**config.mk**
```make
export PLATFORM = sky130hd
export DESIGN_NAME = sqrt_hs
export DESIGN_NICKNAME = d
export VERILOG_FILES = /design/src/rtl/sqrt_pkg.sv /design/src/rtl/sqrt_step.sv /design/src/rtl/sqrt_hs.sv
export SDC_FILE = /design/constraint.sdc
export NUM_CORES = 1
export LEC_CHECK = 0
export CORE_MARGIN = 4
export CORE_UTILIZATION = 45
export DETAILED_ROUTE_END_ITERATION = 12
export PLACE_DENSITY = 0.79
export SYNTH_ARGS = -nofsm -noshare
export SYNTH_HDL_FRONTEND = slang
export SYNTH_SLANG_ARGS = --single-unit
export TNS_END_PERCENT = 50
```
**constraint.sdc**
```tcl
create_clock -name clk -period 3.3 [get_ports clk]
set_clock_uncertainty 0.05 [all_clocks]
set_input_delay 0.66 -clock clk [delete_from_list [all_inputs] [get_ports clk]]
set_output_delay 0.66 -clock clk [all_outputs]
set_load 0.01 [all_outputs]
```
**src/rtl/sqrt_pkg.sv**
```systemverilog
// Shared definitions for the handshaked fixed-point square-root unit:
// FSM state type, iteration-count helper and counter width.
package sqrt_pkg;

   // Controller states: waiting for a radicand, iterating, holding a result.
   typedef enum logic [1:0] {
      IDLE = 2'd0,
      CALC = 2'd1,
      DONE = 2'd2
   } sqrt_state_t;

   // One root bit is produced per iteration, two radicand bits consumed.
   function automatic int sqrt_iter(input int width, input int fbits);
      return (width + fbits) / 2;
   endfunction

   // Counter width for a given iteration count (never narrower than 1 bit).
   function automatic int sqrt_cnt_w(input int iter);
      return (iter > 1) ? $clog2(iter) : 1;
   endfunction

   // Counter width for the default 32-bit Q16.16 configuration.
   localparam int SQRT_CNT_W = $clog2(sqrt_iter(32, 16));

endpackage

```
**src/rtl/sqrt_step.sv**
```systemverilog
// One restoring digit-recurrence step of the square root: brings the next
// two radicand bits into the partial remainder, trial-subtracts
// (root << 2) | 1, and appends the resulting root bit. Purely combinational.
module sqrt_step #(
   parameter int QW = 24
) (
   input  logic [QW:0]   rem,
   input  logic [QW-1:0] root,
   input  logic [1:0]    bits,
   output logic [QW:0]   rem_new,
   output logic [QW-1:0] root_new
);

   logic [QW+2:0] shifted;
   logic [QW+2:0] trial;
   logic          sign;
   logic [1:0]    diff_unused;
   logic [QW:0]   diff;

   // The remainder never exceeds 2*root, so after a successful subtraction
   // the top two bits of the difference are always zero and can be dropped.
   assign shifted = {rem, bits};
   assign trial   = {1'b0, root, 2'b01};
   assign {sign, diff_unused, diff} = {1'b0, shifted} - {1'b0, trial};

   // Negative trial result restores the shifted remainder and appends a 0.
   assign rem_new  = sign ? shifted[QW:0] : diff;
   assign root_new = {root[QW-2:0], ~sign};

endmodule

```
**src/rtl/sqrt_hs.sv**
```systemverilog
// Iterative unsigned fixed-point square root with valid/ready handshakes,
// output backpressure, a pass-through tag and a zero fast path.
// Optional build macro: SQRT_ROUND_EN enables round-to-nearest on the root
// when the captured in_round bit is set.
module sqrt_hs
   import sqrt_pkg::*;
#(
   parameter int WIDTH = 32,
   parameter int FBITS = 16,
   parameter int TAG_W = 4
) (
   input  logic             clk,
   input  logic             rst_n,
   input  logic             in_valid,
   output logic             in_ready,
   input  logic [WIDTH-1:0] in_rad,
   input  logic [TAG_W-1:0] in_tag,
   input  logic             in_round,
   output logic             out_valid,
   input  logic             out_ready,
   output logic [WIDTH-1:0] out_root,
   output logic [WIDTH-1:0] out_rem,
   output logic [TAG_W-1:0] out_tag,
   output logic             busy
);

   localparam int ITER  = sqrt_iter(WIDTH, FBITS);
   localparam int XW    = 2 * ITER;
   localparam int RW    = ITER + 1;
   localparam int CNT_W = sqrt_cnt_w(ITER);

   if (FBITS > WIDTH - 2) begin : g_fbits_chk
      $error("sqrt_hs: FBITS must not exceed WIDTH-2");
   end
   if (((WIDTH + FBITS) % 2) != 0) begin : g_parity_chk
      $error("sqrt_hs: WIDTH+FBITS must be even");
   end

   sqrt_state_t      state_reg, state_next;
   logic [CNT_W-1:0] cnt_reg;
   logic [XW-1:0]    x_reg;
   logic [RW-1:0]    rem_reg;
   logic [ITER-1:0]  root_reg;
   logic [WIDTH-1:0] out_root_reg;
   logic [WIDTH-1:0] out_rem_reg;
   logic [TAG_W-1:0] out_tag_reg;
   logic [TAG_W-1:0] tag_reg;

   logic [RW-1:0]    step_rem;
   logic [ITER-1:0]  step_root;
   logic [WIDTH-1:0] root_final;

   sqrt_step #(.QW(ITER)) u_step (
      .rem      (rem_reg),
      .root     (root_reg),
      .bits     (x_reg[XW-1 -: 2]),
      .rem_new  (step_rem),
      .root_new (step_root)
   );

`ifdef SQRT_ROUND_EN
   logic round_reg;

   // Round up when the remainder shows the true root is past q + 1/2.
   always_comb begin
      root_final = WIDTH'(step_root);
      if (round_reg && (step_rem > RW'(step_root))) begin
         root_final = WIDTH'(step_root) + WIDTH'(1);
      end
   end

   // Rounding mode travels with the operand.
   always_ff @(posedge clk) begin
      if (!rst_n) begin
         round_reg <= 1'b0;
      end else if (state_reg == IDLE && in_valid) begin
         round_reg <= in_round;
      end
   end
`else
   logic unused_round;
   assign unused_round = in_round;
   assign root_final   = WIDTH'(step_root);
`endif

   // State register.
   always_ff @(posedge clk) begin
      if (!rst_n) begin
         state_reg <= IDLE;
      end else begin
         state_reg <= state_next;
      end
   end

   // Next-state logic: accept, iterate ITER times, hold until consumed.
   always_comb begin
      state_next = state_reg;
      case (state_reg)
         IDLE: if (in_valid) state_next = (in_rad == '0) ? DONE : CALC;
         CALC: if (cnt_reg == '0) state_next = DONE;
         DONE: if (out_ready) state_next = IDLE;
         default: state_next = IDLE;
      endcase
   end

   // Datapath: load operand, run one step per CALC cycle, latch the result.
   always_ff @(posedge clk) begin
      if (!rst_n) begin
         cnt_reg      <= '0;
         x_reg        <= '0;
         rem_reg      <= '0;
         root_reg     <= '0;
         tag_reg      <= '0;
         out_root_reg <= '0;
         out_rem_reg  <= '0;
         out_tag_reg  <= '0;
      end else begin
         case (state_reg)
            IDLE: begin
               if (in_valid) begin
                  x_reg    <= XW'(in_rad) << FBITS;
                  rem_reg  <= '0;
                  root_reg <= '0;
                  tag_reg  <= in_tag;
                  cnt_reg  <= CNT_W'(ITER - 1);
                  if (in_rad == '0) begin
                     out_root_reg <= '0;
                     out_rem_reg  <= '0;
                     out_tag_reg  <= in_tag;
                  end
               end
            end
            CALC: begin
               x_reg    <= x_reg << 2;
               rem_reg  <= step_rem;
               root_reg <= step_root;
               cnt_reg  <= cnt_reg - CNT_W'(1);
               if (cnt_reg == '0) begin
                  out_root_reg <= root_final;
                  out_rem_reg  <= WIDTH'(step_rem);
                  out_tag_reg  <= tag_reg;
               end
            end
            default: begin
            end
         endcase
      end
   end

   assign in_ready  = (state_reg == IDLE);
   assign out_valid = (state_reg == DONE);
   assign busy      = (state_reg != IDLE);
   assign out_root  = out_root_reg;
   assign out_rem   = out_rem_reg;
   assign out_tag   = out_tag_reg;

endmodule

```
==> reports/summary.txt, run 1 <==
Clock Root Buffer -> clkbuf_16
Crit path max-delay family -> compound AO/OA/AOI/OAI gates
WP depth -> 10
R2R Setup Slk -> 290 ps
Setup slack after layout -> 287 ps
Min-delay worst type -> flip-flop to flip-flop
Met2 Usage GRT -> 0.338
Cell Chain, Critical Path -> inv_1 > ha_1 > nand4_1 > or3_4 > o221ai_4 > o21a_1 > a21o_1 > buf_4 > mux2i_1 > o21ai_1
Site Rows -> 46
CP endpoint -> out_rem[2]$_SDFFE_PN0P_
Worst reg-to-reg path cell count -> 10
Final instance area -> 8890 um^2
CP max FO -> 13
CP startpoint kind -> flip-flop
M1 GR Usage -> 0.233
Fin Setup TNS -> 0 ps
CTS clock-pin slew for the worst setup and hold paths -> 60 ps
Crit path from -> root_reg[9]$_SDFFE_PN0P_
Most frequent cells in the layout -> nand2_1 (171), dfxtp_1 (145), clkdlybuf4s50_1 (94), nand3_1 (64), o21ai_1 (44)
Slew Viols, Final -> 0
Max reg flops -> 32
Critical R2R Launch -> root_reg[9]$_SDFFE_PN0P_
DR WL/cell -> 14.9 um
Worst endpoint required time -> 3530 ps
Crit end category -> flip-flop
Antenna Nets Post-Route -> 0
Number of detailed-route iterations in the first pass -> 7
DR vias/cell -> 5.43
Max Cap Violations -> 0
Pre-CTS setup slack -> 147 ps
DRC -> 0
EDFF count, synth -> 0
Number of CTS-inserted buffers -> 17
GR Layer Usage met3 -> 0.0518
Mapped Area -> 7260 um^2
Top FF cell, synth -> dfxtp_1
Hold Fails Final Rpt -> 0
Starting Density -> 0.459
GP Congestion -> 0.868
PortBufs -> 95
Number of global-route vias before repair -> 6122
Final period utilization -> 0.913
Most common cell after layout, fill and taps aside -> nand2_1
Layout cells sized above 1 -> 0.0617
Iter 0 DRT Violations -> 316
Worst-Margin Slew -> 834 ps
Total GRT Usage -> 0.195
CTS tree -> yes
Post-synth cell types -> 60
Most used routing layer -> met2
Die area -> 18200 um^2
FF+latch count, synth -> 145
Power per cell area -> 935 nW/um^2
Die X -> 135 um
Die Span Y -> 135 um
# diodes -> 0
Post-Synthesis Cells -> 872
Worst reg2reg path endpoint -> out_rem[2]$_SDFFE_PN0P_
Final net count -> 1011
Total number of yosys warnings -> 0
P_leak -> 0.00367 uW
Crit path DAT -> 3240 ps
Largest net degree at the start of global routing -> 58
Global-route wire length before repair -> 28.8 mm
Hold buffer count at CTS -> 0
Tmin final -> 3010 ps
Status -> finished, final reports clean
WS Path Type -> flip-flop to flip-flop
# resized after CTS -> 0
Highest clock rate -> 332 MHz
Clk_lat worst skew -> 430 ps
Synth-to-layout area growth -> 22.4%
Buffer levels on the longest clock path -> 2
Placed Area -> 8290 um^2
Sink Count -> 145
Setup Buffers After CTS -> 0
Initial antenna violation count -> 0
Slowest-stage cell, CP -> ha_1
RSZ-0062 raised after global routing -> no
H-tree level count -> 4
Register area share after synthesis -> 0.400
Max-Slew Margin vs Limit -> 0.443
Dpl hpwl -> 12.3 mm
VDD IR max -> 0.000744 V
Via count -> 6365
IO Count -> 112
Hold slack final -> 394 ps
CP max stage delay -> 450 ps
Sum of buffers and inverters on the critical path -> 2
Core area -> 15800 um^2
Grt total ovfl -> 0
Final WL -> 17.5 mm
# setup viols final -> 0
Ys async rst share -> 0
Avg Cell Area, Syn -> 8.33 um^2
-- synthesized netlist by cell type, drive strengths merged, types with 5 or more instances --
| library cell | number | share of area |
|---|---|---|
| a21boi | 36 | 0.037 |
| a21o | 10 | 0.010 |
| a21oi | 19 | 0.014 |
| a22oi | 24 | 0.025 |
| a32oi | 6 | 0.0072 |
| and3 | 6 | 0.0052 |
| buf | 28 | 0.030 |
| clkbuf | 45 | 0.023 |
| dfxtp | 145 | 0.40 |
| ha | 27 | 0.047 |
| inv | 34 | 0.018 |
| mux2i | 17 | 0.023 |
| nand2 | 172 | 0.089 |
| nand2b | 6 | 0.0052 |
| nand3 | 64 | 0.044 |
| nor2 | 25 | 0.013 |
| nor2b | 27 | 0.023 |
| nor3 | 5 | 0.0041 |
| nor4 | 10 | 0.0095 |
| o211a | 34 | 0.047 |
| o211ai | 5 | 0.0052 |
| o21a | 5 | 0.0052 |
| o21ai | 61 | 0.042 |
| xnor2 | 15 | 0.018 |
| xor2 | 8 | 0.0096 |
-- worst min-delay path, delay by kind of cell, from the launching register on --
kind,cells,cell delay [ps]
AO/OA/AOI/OAI,1,50
flip-flops,1,310
AND/OR/NAND/NOR,1,50
-- stage by stage --
| stage | total power [uW] | instances | util |
|---|---|---|---|
| final | 8320 | 1172 | 0.562 |
| after global routing | 8830 | 1172 | 0.562 |
| after CTS | 8310 | 1172 | 0.562 |
| after detailed placement | 6320 | 1140 | 0.524 |
| after global placement | 6260 | 1140 | 0.524 |
| after floorplan | 5510 | 886 | - |
-- cell families (layout without fill, tap and decap cells) --
group           after synthesis  after routing  share of synthesized area
mux                          18             18                     0.0250
compound gates              224            224                      0.224
simple gates                327            327                      0.205
fa+ha+maj                    27             27                     0.0465
other cells                   1             15                   0.000516
buf+inv                     107            177                     0.0710
flops                       145            145                      0.400
xor+xnor                     23             23                     0.0277
-- metal layers --
metal / wire, um / up-vias
met4: 381 / 0
met2: 8640 / 178
met3: 1120 / 28
met5: 0 / -
li1: - / 3173
met1: 7370 / 2986
-- worst min path at each step --
stage / startpoint / to / slack (ps) / cells past startpoint
after detailed placement: out_rem[18]$_SDFFE_PN0P_ / out_rem[18]$_SDFFE_PN0P_ / 390 / 2
final: out_rem[18]$_SDFFE_PN0P_ / out_rem[18]$_SDFFE_PN0P_ / 390 / 2
after CTS: out_rem[18]$_SDFFE_PN0P_ / out_rem[18]$_SDFFE_PN0P_ / 400 / 2
after global placement: out_rem[12]$_SDFFE_PN0P_ / out_rem[12]$_SDFFE_PN0P_ / 390 / 2
after global routing: out_rem[14]$_SDFFE_PN0P_ / out_rem[14]$_SDFFE_PN0P_ / 420 / 2
after floorplan: rem_reg[1]$_SDFFE_PN0P_ / rem_reg[1]$_SDFFE_PN0P_ / 390 / 2
-- power breakdown --
part	leakage [uW]	total, uW	internal [uW]	switching [uW]
Sequential	0.00118	2150	1990	164
Combinational	0.00222	4220	1800	2420
Clock	0.000275	1940	1190	757
-- layout make-up --
type                    count  area, um^2
well taps                 216         270
clock inverters            13         164
fillers                  1465        6940
inverters                  34         128
repair buffers            111        1080
clock buffers              19         433
flip-flops and latches    145        2900
multi-input cells         634        3920
Note: power is estimated with default switching activity, not from simulation.
==> run 2, diff against run 1 <==
--- a/config.mk
+++ b/config.mk
@@ -5,7 +5,6 @@
 export SDC_FILE = /design/constraint.sdc
 export NUM_CORES = 1
 export LEC_CHECK = 0
-export CORE_MARGIN = 4
 export CORE_UTILIZATION = 45
 export DETAILED_ROUTE_END_ITERATION = 12
 export PLACE_DENSITY = 0.79
==> reports/summary.txt, run 2 (same netlist as run 1, synthesis figures left out) <==
Tmin final -> 2920 ps (-88.1 ps)
CP max stage delay -> 390 ps (-60 ps)
Total GRT Usage -> 0.207 (+0.0128)
Worst-Margin Slew -> 743 ps (-91.3 ps)
Dpl hpwl -> 11.8 mm (-4.5%)
Synth-to-layout area growth -> 22.6%
Worst endpoint required time -> 3530 ps (about the same)
Most common cell after layout, fill and taps aside -> nand2_1
Max reg flops -> 32 (unchanged)
CP max FO -> 11 (-2)
Switch share -> 0.395 (-0.00685)
Sum of buffers and inverters on the critical path -> 2 (unchanged)
Placed Instances -> 1142 (+0.18%)
Crit path max-delay family -> compound AO/OA/AOI/OAI gates
CTS tree -> yes
Site Rows -> 46 (unchanged)
Die X -> 129 um (-4.4%)
Gate power share -> 0.509 (+0.002)
Initial antenna violation count -> 1 (+1)
Final WL -> 16.6 mm (-5.3%)
# setup viols final -> 0 (unchanged)
Status -> finished, final reports clean
Final net count -> 1013 (+0.20%)
RSZ-0062 raised after global routing -> no
CTS clock-pin slew for the worst setup and hold paths -> 60 ps (about the same)
Setup slack after layout -> 375 ps (+88.1 ps)
Die Span Y -> 129 um (-4.4%)
IO Count -> 112 (unchanged)
Highest clock rate -> 342 MHz (+3.0%)
Power per cell area -> 925 nW/um^2 (-1.1%)
PortBufs -> 95 (unchanged)
Hold wc startpoint -> out_rem[16]$_SDFFE_PN0P_
Cell Chain, Critical Path -> inv_1 > ha_1 > o211ai_1 > a211oi_1 > nor2_2 > o221ai_4 > o21a_1 > a21o_1 > buf_4 > mux2i_1 > o21ai_1
CP startpoint kind -> flip-flop
DRC -> 0 (unchanged)
Pwr Total -> 8240 uW (-0.90%)
Hold Fails Final Rpt -> 0 (unchanged)
DR vias/cell -> 5.33 (-1.9%)
Via count -> 6255 (-1.7%)
GP Congestion -> 0.914 (+5.3%)
Clock power share -> 0.230 (-0.004)
Sequential power share -> 0.261 (+0.002)
Antenna Nets Post-Route -> 0 (unchanged)
Pre-CTS setup slack -> 125 ps (-21.6 ps)
Final period utilization -> 0.886 (-0.0267)
Psw -> 3250 uW (-2.6%)
Largest net degree at the start of global routing -> 61 (+5.2%)
Number of detailed-route iterations in the first pass -> 5 (-2)
Number of global-route vias before repair -> 5641 (-7.9%)
Buffer levels on the longest clock path -> 2 (unchanged)
Clock Root Buffer -> clkbuf_16
Worst Hold Path Cells -> 2 (unchanged)
H-tree level count -> 4 (unchanged)
Crit path from -> root_reg[1]$_SDFFE_PN0P_
VDD IR max -> 0.000735 V (-1.3%)
Setup Buffers After CTS -> 0 (unchanged)
WS Path Type -> flip-flop to flip-flop
Number of CTS-inserted buffers -> 17 (unchanged)
Max Cap Violations -> 0 (unchanged)
Hold slack final -> 396 ps (+1.22 ps)
Die area -> 16700 um^2 (-8.7%)
Slowest-stage cell, CP -> dfxtp_1
Core area -> 15800 um^2 (unchanged)
Min-delay worst type -> flip-flop to flip-flop
Crit end category -> flip-flop
Clk_lat worst skew -> 430 ps (about the same)
Hold buffer count at CTS -> 0 (unchanged)
Grt total ovfl -> 0 (unchanged)
Worst reg-to-reg path cell count -> 11 (+1)
Iter 0 DRT Violations -> 280 (-11%)
Global-route wire length before repair -> 27.1 mm (-6.0%)
Slew Viols, Final -> 0 (unchanged)
Fin Setup TNS -> 0 ps (unchanged)
# diodes -> 0 (unchanged)
DR WL/cell -> 14.1 um (-5.5%)
Layout cells sized above 1 -> 0.0647 (+0.00300)
P_leak -> 0.00370 uW (+0.79%)
Max-Slew Margin vs Limit -> 0.504 (+0.0610)
Int Pwr -> 4990 uW (+0.24%)
Finished Layout Cells -> 1174 (+0.17%)
# resized after CTS -> 0 (unchanged)
Critical R2R Launch -> root_reg[1]$_SDFFE_PN0P_
WP depth -> 11 (+1)
Most frequent cells in the layout -> nand2_1 (171), dfxtp_1 (145), clkdlybuf4s50_1 (94), nand3_1 (64), o21ai_1 (44)
Crit path DAT -> 3160 ps (-80 ps)
Starting Density -> 0.459 (unchanged)
Sink Count -> 145 (unchanged)
## run 2: changes by cell type in the layout (fill, tap and decap cells not counted), sizes merged
cell,delta
inv,+1
clkbuf,+5
clkinvlp,-4
bufinv,-2
buf,+2
## run 2: metal layers
metal  vias to the layer above  wire length [um]  GRT usage
met4                         2               427     0.0920
met2                       146              8160      0.354
met1                      2912              7230      0.248
met5                         -                10          0
li1                       3166                 -          -
met3                        29               757     0.0508
## run 2: power groups by stage
stage / clock, uW / combinational (uW) / sequential (uW)
after detailed placement: 0 / 4160 / 2180
final: 1890 / 4200 / 2150
after CTS: 1930 / 4200 / 2150
after global placement: 0 / 4120 / 2180
after floorplan: 0 / 3330 / 2180
after global routing: 2000 / 4610 / 2180
## run 2: per-stage QoR
step	util	instance area, um^2
finish	0.563	8910
detailed placement	0.526	8320
CTS	0.563	8910
floorplan	-	7320
global route	0.563	8910
global placement	0.526	8320
## run 2: tightest hold or removal path: stages, from the launching register on
cell and delay, ps:
dfxtp_1 300, nand2_1 50, o21ai_1 50
## run 2: worst paths after layout
check,to,slack [ps]
worst max-delay path,out_rem[19]$_SDFFE_PN0P_,380
worst min-delay path,out_rem[16]$_SDFFE_PN0P_,400
worst max register to register,out_rem[19]$_SDFFE_PN0P_,380
worst min register to register,out_rem[16]$_SDFFE_PN0P_,400
## run 2: layout make-up
class / count / area [um^2]
clock buffer: 24 / 512
clock inverter: 8 / 75.1
fill: 1452 / 6920
inverter: 34 / 128
multi-input combinational: 634 / 3920
sequential: 145 / 2900
tap: 216 / 270
timing repair buffer: 113 / 1110
==> run 3, diff against run 2 <==
--- a/config.mk
+++ b/config.mk
@@ -11,4 +11,4 @@
 export SYNTH_ARGS = -nofsm -noshare
 export SYNTH_HDL_FRONTEND = slang
 export SYNTH_SLANG_ARGS = --single-unit
-export TNS_END_PERCENT = 50
+export TNS_END_PERCENT = 1
==> results of run 3 <==
The final DEF is identical to that of run 2; final timing and power are the same.
